$ cat config.mk
export PLATFORM = sky130hd
export DESIGN_NAME = baudrate
export DESIGN_NICKNAME = d
export VERILOG_FILES = /design/src/rtl/uart_pkg.sv /design/src/rtl/baudrate.sv
export SDC_FILE = /design/constraint.sdc
export NUM_CORES = 1
export LEC_CHECK = 0
export CORE_AREA = 2 2 39 41
export DETAILED_ROUTE_END_ITERATION = 7
export DIE_AREA = 0 0 41 43
export RECOVER_POWER = 100
export SYNTH_ARGS = -nofsm -noshare
export SYNTH_HDL_FRONTEND = slang
export SYNTH_SLANG_ARGS = --single-unit
$ cat constraint.sdc
create_clock -name i_clk -period 1.5 [get_ports i_clk]
set_input_delay 0.375 -clock i_clk [delete_from_list [all_inputs] [get_ports i_clk]]
set_output_delay 0.375 -clock i_clk [all_outputs]
set_load 0.03 [all_outputs]
$ cat src/rtl/uart_pkg.sv
// Shared UART timing constants and the rounded baud divisor helper.
// RX/TX blocks reuse baud_div so their timing checks agree with the tick generator.
package uart_pkg;

    localparam int unsigned CLK_FREQ_HZ = 100_000_000;
    localparam int unsigned BAUD_RATE   = 115_200;
    localparam int unsigned OVERSAMPLE  = 16;

    // Round to nearest; a zero tick rate yields 0 so callers can reject it at elaboration.
    function automatic int unsigned baud_div(input longint unsigned clk,
                                             input longint unsigned baud,
                                             input longint unsigned os);
        longint unsigned rate;
        rate = baud * os;
        if (rate == 0) begin
            return 0;
        end
        return int'((clk + rate / 2) / rate);
    endfunction

endpackage

$ cat src/rtl/baudrate.sv
// Free-running oversampling tick generator for the UART.
// Integer mode divides by a rounded constant; fractional mode tracks the exact average rate.
module baudrate #(
    parameter int unsigned CLK_FREQ_HZ = uart_pkg::CLK_FREQ_HZ,
    parameter int unsigned BAUD_RATE   = uart_pkg::BAUD_RATE,
    parameter int unsigned OVERSAMPLE  = uart_pkg::OVERSAMPLE,
    parameter int unsigned FRACTIONAL  = 0
) (
    input  logic i_clk,
    input  logic i_br_rst,
    output logic o_b_tick
);

    localparam int unsigned     DIV = uart_pkg::baud_div(CLK_FREQ_HZ, BAUD_RATE, OVERSAMPLE);
    localparam longint unsigned INC = longint'(BAUD_RATE) * longint'(OVERSAMPLE);

    // A divisor below 2 (or a rate above half the clock) would put ticks on consecutive cycles.
    if (CLK_FREQ_HZ == 0 || BAUD_RATE == 0 || OVERSAMPLE == 0) begin : g_zero_param
        $error("baudrate: CLK_FREQ_HZ, BAUD_RATE and OVERSAMPLE must be non-zero");
    end
    if (FRACTIONAL == 0 && DIV < 2) begin : g_div_too_small
        $error("baudrate: integer divisor %0d is below 2", DIV);
    end
    if (FRACTIONAL != 0 && INC * 2 > longint'(CLK_FREQ_HZ)) begin : g_inc_too_large
        $error("baudrate: tick rate %0d exceeds half the clock", INC);
    end

    logic tick;

    if (FRACTIONAL == 0) begin : g_integer
        localparam int CW = (DIV > 1) ? $clog2(DIV) : 1;
        localparam logic [CW-1:0] LAST = CW'(DIV - 1);

        logic [CW-1:0] count;

        always_ff @(posedge i_clk) begin
            if (i_br_rst) begin
                count <= '0;
                tick  <= 1'b0;
            end else if (count == LAST) begin
                count <= '0;
                tick  <= 1'b1;
            end else begin
                count <= count + CW'(1);
                tick  <= 1'b0;
            end
        end
    end else begin : g_fractional
        localparam int AW = $clog2(longint'(CLK_FREQ_HZ) + INC) + 1;
        localparam logic [AW-1:0] INC_W = AW'(INC);
        localparam logic [AW-1:0] CLK_W = AW'(CLK_FREQ_HZ);

        logic [AW-1:0] acc;
        logic [AW-1:0] sum;

        // Accumulator stays in [0, CLK_FREQ_HZ); each wrap past the clock rate is one tick.
        always_comb begin
            sum = acc + INC_W;
        end

        always_ff @(posedge i_clk) begin
            if (i_br_rst) begin
                acc  <= '0;
                tick <= 1'b0;
            end else if (sum >= CLK_W) begin
                acc  <= sum - CLK_W;
                tick <= 1'b1;
            end else begin
                acc  <= sum;
                tick <= 1'b0;
            end
        end
    end

    assign o_b_tick = tick;

endmodule

==> reports/qor.txt, run 1 <==
status -> finished clean
number of max-cap violations -> 0
number of global-route vias before repair -> 206
Worst-Skew Late Latency -> 0.25 ns
HPWL Detailed -> 316 um
Ys Warns -> 0
Yosys reg bits -> 7
worst path arrival time -> 0.93 ns
hold crit path type -> flip-flop to flip-flop
root buffer cell -> clkbuf_4
Syn Area/Cell -> 9.70 sq um
unrepaired setup endpoints after global routing -> false
first-pass GRT wire length -> 800 um
Slew HR -> 68.1%
CTS Buffer Depth -> 2
Cell Count, Final, Fillers Out -> 51
crit-path cells -> dlygate4sd2_1
Post-route DRC -> 0
Top Ports -> 3
antenna viol nets, final -> 0
Crit Path Max Fanout -> 1
Area growth syn-to-layout -> 26.7%
Int Power -> 307 uW
Post-synth top flop -> dfxtp_1
Net Count, Synth -> 32
worst slew pin tran -> 0.478 ns
WP data required -> 1.12 ns
share of the synthesized area in the top cell type -> 51.6%
Clk network pwr share -> 42.7%
vias after detailed routing -> 202
dpl cells -> 47
most frequent cell after synthesis -> dfxtp_1
row count -> 14
TritonCTS clock tree -> done
Power Density -> 1130 nW/um^2
Max Freq -> 0.768 GHz
EDFF count, synth -> 0
library cells used by synthesis -> 14
Crit path max-delay family -> buffers and inverters
Comb pwr share -> 5.8%
H-Tree Depth -> 1
WS Path Type -> flip-flop to output port
Synth area leaders -> dfxtp_1 (52%), ha_1 (9.2%), nor2_1 (6.9%)
Syn Inst Count -> 28
Post-Route WL -> 403 um
sw frac -> 21.1%
maximum vdd drop -> 545 uV
wire length per cell -> 7.90 um
Num Clock Sinks -> 7
sequential share of power -> 51.5%
full die area -> 1760 sq um
Async S/R FF share, synth -> 0%
startpoint types -> flip-flop
setup TNS -> 0 ns
Placer Congestion -> 0.677
max incr delay on CP -> 0.38 ns
top cells by instance count after synthesis -> dfxtp_1 (7), nor2_1 (5), nand3_1 (3)
hold buffers post-CTS -> 0
CTS Buf Count -> 3
initial core utilization -> 19.6%
final hold vios -> 0
Leakage -> 0.000132 uW
Port Buffer Count -> 2
CP Buf/Inv Count -> 1
Global Route Usage Sum -> 7.94%
Period minus WS final -> 1.30 ns
Setup-failing EPs final -> 0
Seq/Total Area, Yosys -> 51.6%
Worst-path clk slew -> 0.05 ns
Ant. Diodes -> 0
largest area contributor in the netlist -> dfxtp_1
vias per cell -> 3.96
P_sw -> 81.9 uW
Die Span X -> 41 um
Final Cycle Share -> 86.9%
Setup Skew -> 0.00462 ns
Worst path slowest cell -> dlygate4sd2_1
Post-Synthesis Cell Area -> 272 sq um
Detailed Routing Iterations Pass 1 -> 2
Starting DRT DRC Count -> 3
Die Y -> 43 um
critical path capture point type -> output port
Final Max Slew Viols -> 0
final layout net count -> 40
Core Area -> 1380 sq um
largest net degree at the start of global routing -> 7
grt ovf -> 0
layout cells sized above 1 -> 14.3%
post-CTS setup buffers -> 0
antenna violations before repair -> 0
## path summary, 6_finish.rpt
check	slack [ns]	to	start	cells after the start
min	0.51	g_integer.count[5]	g_integer.count[5]	2
min reg2reg	0.51	g_integer.count[5]	g_integer.count[5]	2
max	0.20	o_b_tick	o_b_tick	1
max reg2reg	0.23	g_integer.count[2]	g_integer.count[1]	5
## worst reg2reg max path: cells and delay by family (launching register included)
| family | cells | cell delay (ns) |
|---|---|---|
| and+or+nand+nor | 2 | 0.20 |
| buffers and inverters | 1 | 0.06 |
| AOI/OAI and AO/OA | 1 | 0.42 |
| DFF | 1 | 0.33 |
| adders and majority gates | 1 | 0.13 |
## cell usage in the layout (no fill, tap or decap)
cell             n
dlygate4sd2_1    1
buf_4            1
ha_1             2
nor3_1           1
o21ai_0          1
nand3_1          3
xor2_1           2
nand4_1          1
nor2_1           5
clkbuf_4         3
nand2_1          1
or3_1            1
clkbuf_1         1
dfxtp_1          7
xnor2_1          1
inv_1            1
o21bai_1         1
a21oi_2          1
clkdlybuf4s50_1  1
## flip-flops by register name (all words and copies together) (netlist names)
register and flops:
o_b_tick 1, g_integer.count 6
## power groups by stage
stage	clock network, uW	registers [uW]	logic, uW
2_1_floorplan	0	203	13.2
3_3_place_gp	0	203	22.2
3_5_place_dp	0	203	23.3
4_1_cts	173	200	23.4
5_1_grt	185	201	26.8
6_report	166	200	22.7
## metal layers
| metal | track usage, % | routed length [um] | vias up | part of all wire, % |
|---|---|---|---|---|
| li1 | - | - | 108 | - |
| met1 | 8.39 | 186 | 86 | 46 |
| met2 | 8.13 | 160 | 6 | 40 |
| met3 | 9.42 | 44 | 2 | 11 |
| met4 | 6.00 | 10 | 0 | 2.5 |
| met5 | 0 | 0 | - | 0 |
## timing repair
item | 4_1_cts | 5_1_grt
endpoints found under the setup margin | 1 | 0
gates resized for setup | 1 | 0
hold endpoints to repair | 0 | 0
## cell families (layout without fill, tap and decap cells)
logic type / after synthesis / in the layout / share of synthesized area (%)
buffers and inverters: 1 / 8 / 1.38
XOR/XNOR: 3 / 3 / 9.68
flip-flops: 7 / 7 / 51.6
AND/OR/NAND/NOR: 12 / 12 / 20.3
AO/OA/AOI/OAI: 3 / 3 / 7.83
adder cells (fa/ha/maj): 2 / 2 / 9.22
## metrics by stage
step | setup slack (ns) | instance area (sq um) | total power, uW | util, % | hold slack, ns
after detailed placement | 0.150 | 319 | 227 | 23.1 | 0.508
after floorplan | 0.348 | 272 | 216 | - | 0.445
after CTS | 0.187 | 344 | 396 | 24.9 | 0.515
final | 0.197 | 344 | 388 | 24.9 | 0.510
after global placement | 0.187 | 319 | 226 | 23.1 | 0.497
after global routing | 0.0833 | 344 | 413 | 24.9 | 0.553
## area by class of cell
cell class              count  area (sq um)
repair buffers              3          26.3
fillers                   152          1040
clock buffers               4          26.3
multi-input cells          20           128
flip-flops and latches      7           140
well taps                  16          20.0
inverters                   1          3.75
Power figures use the tool's default switching activity.
==> run 2, diff against run 1 <==
--- a/config.mk
+++ b/config.mk
@@ -8,6 +8,7 @@
 export CORE_AREA = 2 2 39 41
 export DETAILED_ROUTE_END_ITERATION = 7
 export DIE_AREA = 0 0 41 43
+export HOLD_SLACK_MARGIN = 0.15
 export RECOVER_POWER = 100
 export SYNTH_ARGS = -nofsm -noshare
 export SYNTH_HDL_FRONTEND = slang
==> results of run 2 <==
Final layout, timing and power as in run 1 (identical DEF).
